File: config.mk
export PLATFORM = sky130hd
export DESIGN_NAME = guess_entry_flat
export DESIGN_NICKNAME = d
export VERILOG_FILES = /design/src/rtl/guess_entry_if.sv /design/src/rtl/guess_entry.sv /design/src/flat_wrapper.sv
export SDC_FILE = /design/constraint.sdc
export NUM_CORES = 1
export LEC_CHECK = 0
export CORE_AREA = 2 2 67 69
export CTS_CLUSTER_DIAMETER = 30
export CTS_CLUSTER_SIZE = 14
export DETAILED_ROUTE_END_ITERATION = 6
export DIE_AREA = 0 0 69 71
export GPL_TIMING_DRIVEN = 0
export HOLD_SLACK_MARGIN = 0.15
export PLACE_DENSITY = 0.55
export RECOVER_POWER = 25
export SLEW_MARGIN = 0
export SYNTH_ARGS = -nofsm -noshare
export SYNTH_HDL_FRONTEND = slang
export SYNTH_SLANG_ARGS = --single-unit
File: constraint.sdc
create_clock -name clk -period 2.4 [get_ports clk]
set_input_delay 0.48 -clock clk [delete_from_list [all_inputs] [get_ports clk]]
set_output_delay 0.48 -clock clk [all_outputs]
set_load 0.02 [all_outputs]
File: src/rtl/guess_entry_if.sv
// guess_entry_if
//  Bundles the player/scorer inputs and the guess-entry outputs of guess_entry.
//  master : the driving side (button front end, scorer, bench)
//  slave  : guess_entry itself
//  Inputs  : mode, btn_left, btn_right, btn_up, btn_down, btn_select, game_over
//  Outputs : guess3..guess0, cursor, commit, reject, turn, last_turn, locked
interface guess_entry_if;
  logic       mode;
  logic       btn_left;
  logic       btn_right;
  logic       btn_up;
  logic       btn_down;
  logic       btn_select;
  logic       game_over;
  logic [2:0] guess3;
  logic [2:0] guess2;
  logic [2:0] guess1;
  logic [2:0] guess0;
  logic [1:0] cursor;
  logic       commit;
  logic       reject;
  logic [3:0] turn;
  logic       last_turn;
  logic       locked;

  modport master (
    output mode, btn_left, btn_right, btn_up, btn_down, btn_select, game_over,
    input  guess3, guess2, guess1, guess0, cursor, commit, reject, turn,
           last_turn, locked
  );

  modport slave (
    input  mode, btn_left, btn_right, btn_up, btn_down, btn_select, game_over,
    output guess3, guess2, guess1, guess0, cursor, commit, reject, turn,
           last_turn, locked
  );
endinterface

File: src/rtl/guess_entry.sv
// guess_entry
//  Code-entry stage for the Mastermind game. Converts debounced button levels
//  into a 4-slot guess, pulses commit for one cycle when a guess is accepted,
//  counts turns and locks entry when the turn budget is spent or the game ends.
//  Ports:
//    clk    : clock
//    reset  : synchronous, active-high reset
//    bus    : guess_entry_if.slave (buttons, mode, game_over in; guess,
//             cursor, commit, reject, turn, last_turn, locked out)
//  Parameters: NUM_COLORS (2..8), MAX_TURNS (1..15)
//  Optional feature: define GUESS_DUP_CHECK_EN to refuse guesses containing
//  a repeated colour (reject pulse instead of commit).
//
//  state  | meaning
//  ENTRY  | buttons edit the guess and commit it (when mode == 0)
//  LOCKED | turn budget spent or game over; only reset leaves
module guess_entry #(
  parameter int NUM_COLORS = 6,
  parameter int MAX_TURNS  = 8
) (
  input logic         clk,
  input logic         reset,
  guess_entry_if.slave bus
);
  typedef enum logic {ENTRY = 1'b0, LOCKED = 1'b1} state_t;

  localparam logic [2:0] MAX_COLOR  = 3'(NUM_COLORS - 1);
  localparam logic [3:0] TURN_LIMIT = 4'(MAX_TURNS);
  localparam logic [3:0] TURN_LAST  = 4'(MAX_TURNS - 1);

  // button vector order: {select, left, right, up, down}
  logic [4:0]      btn_now, btn_q, btn_edge;
  state_t          state_q, state_d;
  logic [3:0][2:0] guess_q, guess_d;
  logic [1:0]      cursor_q, cursor_d;
  logic [3:0]      turn_q, turn_d;
  logic            commit_q, commit_d;
  logic            reject_q, reject_d;
  logic            last_turn_q, last_turn_d;
  logic            locked_q, locked_d;
  logic [2:0]      cur_val;
  logic            has_dup;

  assign btn_now  = {bus.btn_select, bus.btn_left, bus.btn_right, bus.btn_up, bus.btn_down};
  assign btn_edge = btn_now & ~btn_q;
  assign cur_val  = guess_q[cursor_q];
  assign has_dup  = (guess_q[3] == guess_q[2]) || (guess_q[3] == guess_q[1]) ||
                    (guess_q[3] == guess_q[0]) || (guess_q[2] == guess_q[1]) ||
                    (guess_q[2] == guess_q[0]) || (guess_q[1] == guess_q[0]);

  // State register. Edge-detect flops reset to 1 so a button held through
  // reset is not seen as a fresh press, and they track in every state/mode.
  always_ff @(posedge clk) begin
    if (reset) begin
      btn_q       <= '1;
      state_q     <= ENTRY;
      guess_q     <= '0;
      cursor_q    <= 2'd3;
      turn_q      <= '0;
      commit_q    <= 1'b0;
      reject_q    <= 1'b0;
      last_turn_q <= 1'b0;
      locked_q    <= 1'b0;
    end else begin
      btn_q       <= btn_now;
      state_q     <= state_d;
      guess_q     <= guess_d;
      cursor_q    <= cursor_d;
      turn_q      <= turn_d;
      commit_q    <= commit_d;
      reject_q    <= reject_d;
      last_turn_q <= last_turn_d;
      locked_q    <= locked_d;
    end
  end

  // Next-state logic: one action per cycle, select > left > right > up > down.
  always_comb begin
    state_d  = state_q;
    guess_d  = guess_q;
    cursor_d = cursor_q;
    turn_d   = turn_q;
    commit_d = 1'b0;
    reject_d = 1'b0;
    if (state_q == ENTRY) begin
      if (bus.game_over) begin
        // game over wins over any same-cycle press
        state_d = LOCKED;
      end else if (!bus.mode) begin
        if (btn_edge[4]) begin
`ifdef GUESS_DUP_CHECK_EN
          if (has_dup) begin
            reject_d = 1'b1;
          end else begin
`endif
            commit_d = 1'b1;
            turn_d   = turn_q + 4'd1;
            cursor_d = 2'd3;
            if (turn_q + 4'd1 == TURN_LIMIT) state_d = LOCKED;
`ifdef GUESS_DUP_CHECK_EN
          end
`endif
        end else if (btn_edge[3]) begin
          cursor_d = cursor_q + 2'd1;
        end else if (btn_edge[2]) begin
          cursor_d = cursor_q - 2'd1;
        end else if (btn_edge[1]) begin
          guess_d[cursor_q] = (cur_val == MAX_COLOR) ? 3'd0 : cur_val + 3'd1;
        end else if (btn_edge[0]) begin
          guess_d[cursor_q] = (cur_val == 3'd0) ? MAX_COLOR : cur_val - 3'd1;
        end
      end
    end
    last_turn_d = (turn_d == TURN_LAST);
    locked_d    = (state_d == LOCKED);
  end

  // Output logic: all outputs come straight from registers.
  always_comb begin
    bus.guess3    = guess_q[3];
    bus.guess2    = guess_q[2];
    bus.guess1    = guess_q[1];
    bus.guess0    = guess_q[0];
    bus.cursor    = cursor_q;
    bus.commit    = commit_q;
    bus.turn      = turn_q;
    bus.last_turn = last_turn_q;
    bus.locked    = locked_q;
`ifdef GUESS_DUP_CHECK_EN
    bus.reject    = reject_q;
`else
    bus.reject    = 1'b0 & reject_q & has_dup;
`endif
  end
endmodule

File: src/flat_wrapper.sv
// flat-port wrapper written by rule: the top's interface ports become plain ports
module guess_entry_flat 
#(
  parameter int NUM_COLORS = 6,
  parameter int MAX_TURNS  = 8
)
  (clk, reset, bus_mode, bus_btn_left, bus_btn_right, bus_btn_up, bus_btn_down, bus_btn_select, bus_game_over, bus_guess3, bus_guess2, bus_guess1, bus_guess0, bus_cursor, bus_commit, bus_reject, bus_turn, bus_last_turn, bus_locked);
  guess_entry_if bus_i ();
  input logic clk;
  input logic reset;
  input wire logic [$bits(bus_i.mode)-1:0] bus_mode;
  input wire logic [$bits(bus_i.btn_left)-1:0] bus_btn_left;
  input wire logic [$bits(bus_i.btn_right)-1:0] bus_btn_right;
  input wire logic [$bits(bus_i.btn_up)-1:0] bus_btn_up;
  input wire logic [$bits(bus_i.btn_down)-1:0] bus_btn_down;
  input wire logic [$bits(bus_i.btn_select)-1:0] bus_btn_select;
  input wire logic [$bits(bus_i.game_over)-1:0] bus_game_over;
  output wire logic [$bits(bus_i.guess3)-1:0] bus_guess3;
  output wire logic [$bits(bus_i.guess2)-1:0] bus_guess2;
  output wire logic [$bits(bus_i.guess1)-1:0] bus_guess1;
  output wire logic [$bits(bus_i.guess0)-1:0] bus_guess0;
  output wire logic [$bits(bus_i.cursor)-1:0] bus_cursor;
  output wire logic [$bits(bus_i.commit)-1:0] bus_commit;
  output wire logic [$bits(bus_i.reject)-1:0] bus_reject;
  output wire logic [$bits(bus_i.turn)-1:0] bus_turn;
  output wire logic [$bits(bus_i.last_turn)-1:0] bus_last_turn;
  output wire logic [$bits(bus_i.locked)-1:0] bus_locked;
  assign bus_i.mode = bus_mode;
  assign bus_i.btn_left = bus_btn_left;
  assign bus_i.btn_right = bus_btn_right;
  assign bus_i.btn_up = bus_btn_up;
  assign bus_i.btn_down = bus_btn_down;
  assign bus_i.btn_select = bus_btn_select;
  assign bus_i.game_over = bus_game_over;
  assign bus_guess3 = bus_i.guess3;
  assign bus_guess2 = bus_i.guess2;
  assign bus_guess1 = bus_i.guess1;
  assign bus_guess0 = bus_i.guess0;
  assign bus_cursor = bus_i.cursor;
  assign bus_commit = bus_i.commit;
  assign bus_reject = bus_i.reject;
  assign bus_turn = bus_i.turn;
  assign bus_last_turn = bus_i.last_turn;
  assign bus_locked = bus_i.locked;
  guess_entry #(.NUM_COLORS(NUM_COLORS), .MAX_TURNS(MAX_TURNS)) u_core (.clk(clk), .reset(reset), .bus(bus_i));
endmodule
## Word-level counts from Yosys, hierarchy flattened

Cells that the tools add are included.
Widths: inputs -> output; s select.

| word-level totals | value |
|---|---|
| bits in registers | 26 |
| input port bits | 9 |
| output and inout bits | 22 |
| word-level logic and storage cells | 58 |

| operators by class | value |
|---|---|
| add/sub/neg operators | 5 |
| order comparisons | 2 |
| equal/unequal tests | 3 |
| muxes and demuxes | 23 |
| bitwise logic cells | 8 |
| reduce and logical (&&, ||, !) cells | 7 |

Operators with widths:

| kind | count |
|---|---|
| $bwmux 12 | 2 |
| $mux 12 | 2 |
| $mux 4 | 4 |
| $mux 3 | 4 |
| $reduce_and 7->1 | 1 |
| $bmux 3 s2 | 1 |
| $demux 3 s2 | 1 |
| $mux 1 | 6 |
| $mux 2 | 3 |
| $not 1->1 | 6 |
| $and 5x5->5 | 1 |
| $not 5->5 | 1 |
| $add 4x1->4 const B | 1 |
| $eq 4x3->1 const B | 1 |
| $eq 4x4->1 const B | 1 |
| $reduce_and 4->1 | 1 |
| $reduce_or 4->1 | 1 |
| $add 3x1->3 const B | 1 |
| $eq 3x3->1 const B | 1 |
| $logic_not 3->1 | 1 |
| $lt 2x3->1 const B | 1 |
| $reduce_bool 3->1 | 1 |
| $sub 3x1->3 const B | 1 |
| $add 2x1->2 const B | 1 |
| other kinds (4) | 4 |

## Depth between registers and ports, before layout

| depth | value |
|---|---|
| word-level depth | 7 |
| depth in mapped cells | 6 |
| depth with buffers taken out | 5 |

## Worst setup path before layout

OpenSTA, ideal clock, no wires.

| timing path | value |
|---|---|
| path type | register -> register |
| start | reg u_core.cursor_q[0] (netlist: u_core.bus.cursor[0]) |
| end | reg u_core.guess_q, in the netlist u_core.bus.guess0[1] |
| arrival | 1.873 ns |
| setup slack | 0.388 ns |
| cell stages (with the launch flop) | 7 |
| buffers on the path | 1 |
| clock period less this slack | 2.012 ns |
| cell sequence | dfxtp_1 > buf_2 > mux4_2 > nor3b_1 > a21o_1 > mux2i_2 > o22ai_1 |

| between the ends | value |
|---|---|
| cells in the longest elaborated chain, start to end | 7 |

RTL lines:

| element | RTL line | source |
|---|---|---|
| start: declaration | guess_entry.sv:35 | `logic [1:0] cursor_q, cursor_d;` |
| start signal: assignment | guess_entry.sv:68 | `cursor_q <= cursor_d;` |
| $bmux 3 s2, or another cell as far along | guess_entry.sv:46 | `assign cur_val = guess_q[cursor_q];` |
| $mux 3 (implied by the code) or $logic_and 1x1->1 (tied branches) | guess_entry.sv:46, guess_entry.sv:108, guess_entry.sv:110 |  |
| $sub 3x1->3, or another cell as far along | guess_entry.sv:110 | `guess_d[cursor_q] = (cur_val == 3'd0) ? MAX_COLOR : cur_val - 3'd1;` |
| $mux 3 or $demux 3 s2 (tied branches) | n/a |  |
| $bwmux 12 | guess_entry.sv:110 |  |
| $mux 12 | guess_entry.sv:109 | `end else if (btn_edge[0]) begin` |
| $mux 12 * | guess_entry.sv:107 | `end else if (btn_edge[1]) begin` |
| end signal: assignment | guess_entry.sv:67 | `guess_q <= guess_d;` |
| end: declaration | guess_entry.sv:34 | `logic [3:0][2:0] guess_q, guess_d;` |

Mark *: on every way between the ends. The rest lies on a longest branch, timed or not. The select of a mux whose other input is x is not followed.
A chain may end at the register's enable or synchronous reset.

## Worst setup path in the final report

| timing path | value |
|---|---|
| start | in bus_mode |
| end | reg u_core.guess_q, in the netlist u_core.bus.guess3[1] |

| between the ends | value |
|---|---|
| cells in the longest elaborated chain, start to end | 2 |

RTL lines:

| element | RTL line | source |
|---|---|---|
| start: declaration | flat_wrapper.sv:11 | `input wire logic [$bits(bus_i.mode)-1:0] bus_mode;` |
| $not 1->1 (no source line) | n/a |  |
| $reduce_and 7->1 (no source line) | n/a |  |

Every way passes these cells.

==> impl_results.md <==
- Ys flop type: dfxtp_1
- Area grow syn2layout: 34.4%
- Final setup violation count: 0
- Gpl congestion: 0.805
- H-tree lvl count: 1
- Area of the multi-input gates: 668 um^2
- Worst Hold Class: reg2reg
- # DRC: 0
- Number of buffers created by CTS: 3
- Clk_lat worst skew: 270 ps
- Worst R2R Start: u_core.bus.cursor[0]
- WL/cell: 12.4 um
- Placed inst area: 1600 um^2
- Max-slew violation count: 0
- Core area: 4200 um^2
- Max Cap Viol: 0
- Clock Sinks: 26
- Hold Fails Final Rpt: 0
- Hold buffer count at cts: 0
- Via count: 1,027
- Longest Clk Path Bufs: 2
- Reg2reg end: u_core.bus.guess0[1]
- Initial Utilization: 29.5%
- Arr. time, crit path: 2380 ps
- Fin nets: 175
- Cell Pwr Density: 528 nW/um^2
- Routed WL: 2670 um
- Worst Reg-to-Reg Cells: 6
- Remaining global-route overflow: 0
- Setup bufs post-CTS: 0
- Fillers: 421
- Setup crit start kind: input pin
- Via density: 4.78
- Area leader, netlist: dfxtp_1
- Number of flops mapped to enable cells by yosys: 0
- #FFs+latches synth: 26
- Worst path top cell family by delay: simple AND/OR/NAND/NOR gates
- Buffers on Ports: 29
- Clock skew: 4.64 ps
- Layout cells sized above 1: 16.6%
- Largest net degree at the start of global routing: 16
- Crit Path Category: in2reg
- Slew @ Worst Pin: 520 ps
- Total Die Area: 4900 um^2
- CTS root buffer: clkbuf_8
- PostCTS Resize Cnt: 0
- Crit path largest cell delay: 510 ps
- Mapped Cells: 130
- Top cells by area, synth: dfxtp_1 42%, mux4_2 5.4%, nand2_1 3.6%
- Status: finished, final reports clean
- Rel. slew slack: 65.1%
- Avg Cell Area, Syn: 9.54 um^2
- Synth top area share: 42.0%
- First-pass GRT wire length: 4330 um
- Fin crit share: 90.5%
- Bufs and invs on worst path: 1
- Hold Crit Endpoint: u_core.bus.guess0[2]
- Crit path capture type: flip-flop
- Crit Path Max Fanout: 4
- Yosys cell types: 41
- Required time worst endpoint: 2610 ps
- DP Cell Count: 211
- Hold Path Cell Cnt: 2
- RSZ-0062 raised after global routing: false
- Vias in the first global route: 916
- Die height: 71 um
- Peak VDD IR: 0.185 mV
- Seq/Total Area, Yosys: 42.0%
- Rows: 24
- Die width: 69 um
- DRT Pass-1 Iters: 4
- Fmax: 460 MHz
- Non-Filler Instances: 215
- Worst path slowest cell: or4_4
- Global Route Usage Sum: 11.0%
- Register Area: 520 um^2
- Initial antenna violation count: 0
- Ports: 31
- Reg2reg setup slack: 340 ps
- Number of DRC markers in iteration 0: 79
- ANT cells: 0
- Synth warnings: 0
- Hpwl dp: 2100 um
- Crit path cell chain: clkdlybuf4s50_1, nor3_1, o21ai_1, or4_4, nand2b_4, o21ai_2
- Final instance area: 1670 um^2
- Mapped cell area: 1240 um^2
- Post-Syn Nets: 141
- P_leak: 0.619 nW
- Clk slew on worst S/H paths: 90 ps
- CTS tree: yes
- Final Critical Period: 2170 ps
- Async S/R FF share, synth: 0%
- Post-DRT Antenna Nets: 0
- Min-delay src: u_core.bus.guess0[2]
-- layer usage --
metal / up-vias / wire length, um / GRT usage [%]
met5: - / 0 / 0
met4: 0 / 31 / 4.58
met3: 4 / 172 / 2.14
met2: 35 / 1240 / 17.5
met1: 463 / 1220 / 14.7
li1: 525 / - / -
-- per-stage QoR --
stage / setup WS, ps / power [W] / hold WS [ps] / setup TNS [ps] / util, %
2_1_floorplan: 388 / 0.000500 / 553 / 0 / -
6_report: 227 / 0.000879 / 489 / 0 / 39.6
5_1_grt: 119 / 0.000923 / 522 / 0 / 39.6
3_3_place_gp: -42.5 / 0.000531 / 474 / -105 / 37.9
3_5_place_dp: -55.4 / 0.000531 / 480 / -126 / 37.9
4_1_cts: 222 / 0.000899 / 495 / 0 / 39.6
-- cell type report --
type / instances / share of cell area (%)
Clock buffer: 3 / 2.48
Timing Repair Buffer: 29 / 17.4
Inverter: 4 / 0.901
Multi-Input combinational cell: 94 / 40.1
Sequential cell: 26 / 31.2
Clock inverter: 1 / 1.80
Tap cell: 52 / 3.90
Buffer: 6 / 2.18
-- worst reg2reg max path: stages (launching register included) --
cell and delay (ps):
dfxtp_1 330, buf_2 240, mux4_2 620, nor3b_1 170
a21o_1 160, mux2i_2 290, o22ai_1 130
-- where the power goes --
group / internal, W / total (W) / switching [W]
sequential: 0.000439 / 0.000443 / 0.00000419
clock: 0.000223 / 0.000359 / 0.000136
combinational: 0.0000376 / 0.0000770 / 0.0000394
-- layout by cell type (no fill, tap or decap), types with 2 or more instances in the layout --
master	instances
nor2b_1	4
o21ai_0	3
a21o_1	2
dlygate4sd3_1	5
buf_2	2
a211oi_1	3
o21ai_2	2
a21oi_1	2
clkbuf_1	2
o22ai_1	6
xnor2_1	2
or2_2	5
mux4_2	3
nor3b_1	2
mux2i_1	2
dfxtp_1	26
nor2_1	12
nor4_2	3
o21ai_1	3
o211ai_1	2
ha_1	2
clkdlybuf4s50_1	24
nor3_1	2
xor2_1	3
clkbuf_8	3
nand3_1	5
nand2_1	12
inv_1	4
-- how the worst max path moves through the flow --
stage	slack, ps	depth (start not counted)	startpoint	end
after CTS	220	6	bus_mode	u_core.bus.guess3[1]
after detailed placement	-60	6	bus_mode	u_core.bus.guess3[1]
after global placement	-40	6	bus_mode	u_core.bus.guess3[1]
after floorplan	390	6	u_core.bus.cursor[0]	u_core.bus.guess0[1]
after global routing	120	6	bus_mode	u_core.bus.guess3[0]
final	230	6	bus_mode	u_core.bus.guess3[1]
-- state kept, by name, indices dropped and copies added (netlist names) --
signal,count
u_core.bus.guess0,3
u_core.bus.guess3,3
u_core.bus.last_turn,1
u_core.bus.commit,1
u_core.bus.turn,4
u_core.btn_q,5
u_core.bus.guess1,3
u_core.bus.cursor,2
u_core.bus.guess2,3
u_core.bus.locked,1
-- kinds of logic (layout without fill, tap and decap cells) --
| logic type | Yosys count | count (layout) | synth area share [%] |
|---|---|---|---|
| adder cells (fa/ha/maj) | 2 | 2 | 2.02 |
| multiplexers | 7 | 7 | 9.08 |
| other | 1 | 1 | 0.302 |
| AO/OA/AOI/OAI | 26 | 26 | 13.7 |
| XOR/XNOR | 5 | 5 | 3.53 |
| buffers and inverters | 10 | 43 | 4.14 |
| AND/OR/NAND/NOR | 53 | 53 | 25.2 |
| flip-flops | 26 | 26 | 42.0 |
-- cell usage after synthesis (3+ instances only) --
library cell / n
mux4_2: 3
nand3_1: 5
xor2_1: 3
nand2_1: 12
nor4_2: 3
inv_1: 4
o21ai_1: 3
o21ai_0: 3
a211oi_1: 3
or2_2: 5
nor2b_1: 4
o22ai_1: 6
nor2_1: 12
dfxtp_1: 26
Power figures use the tool's default switching activity.
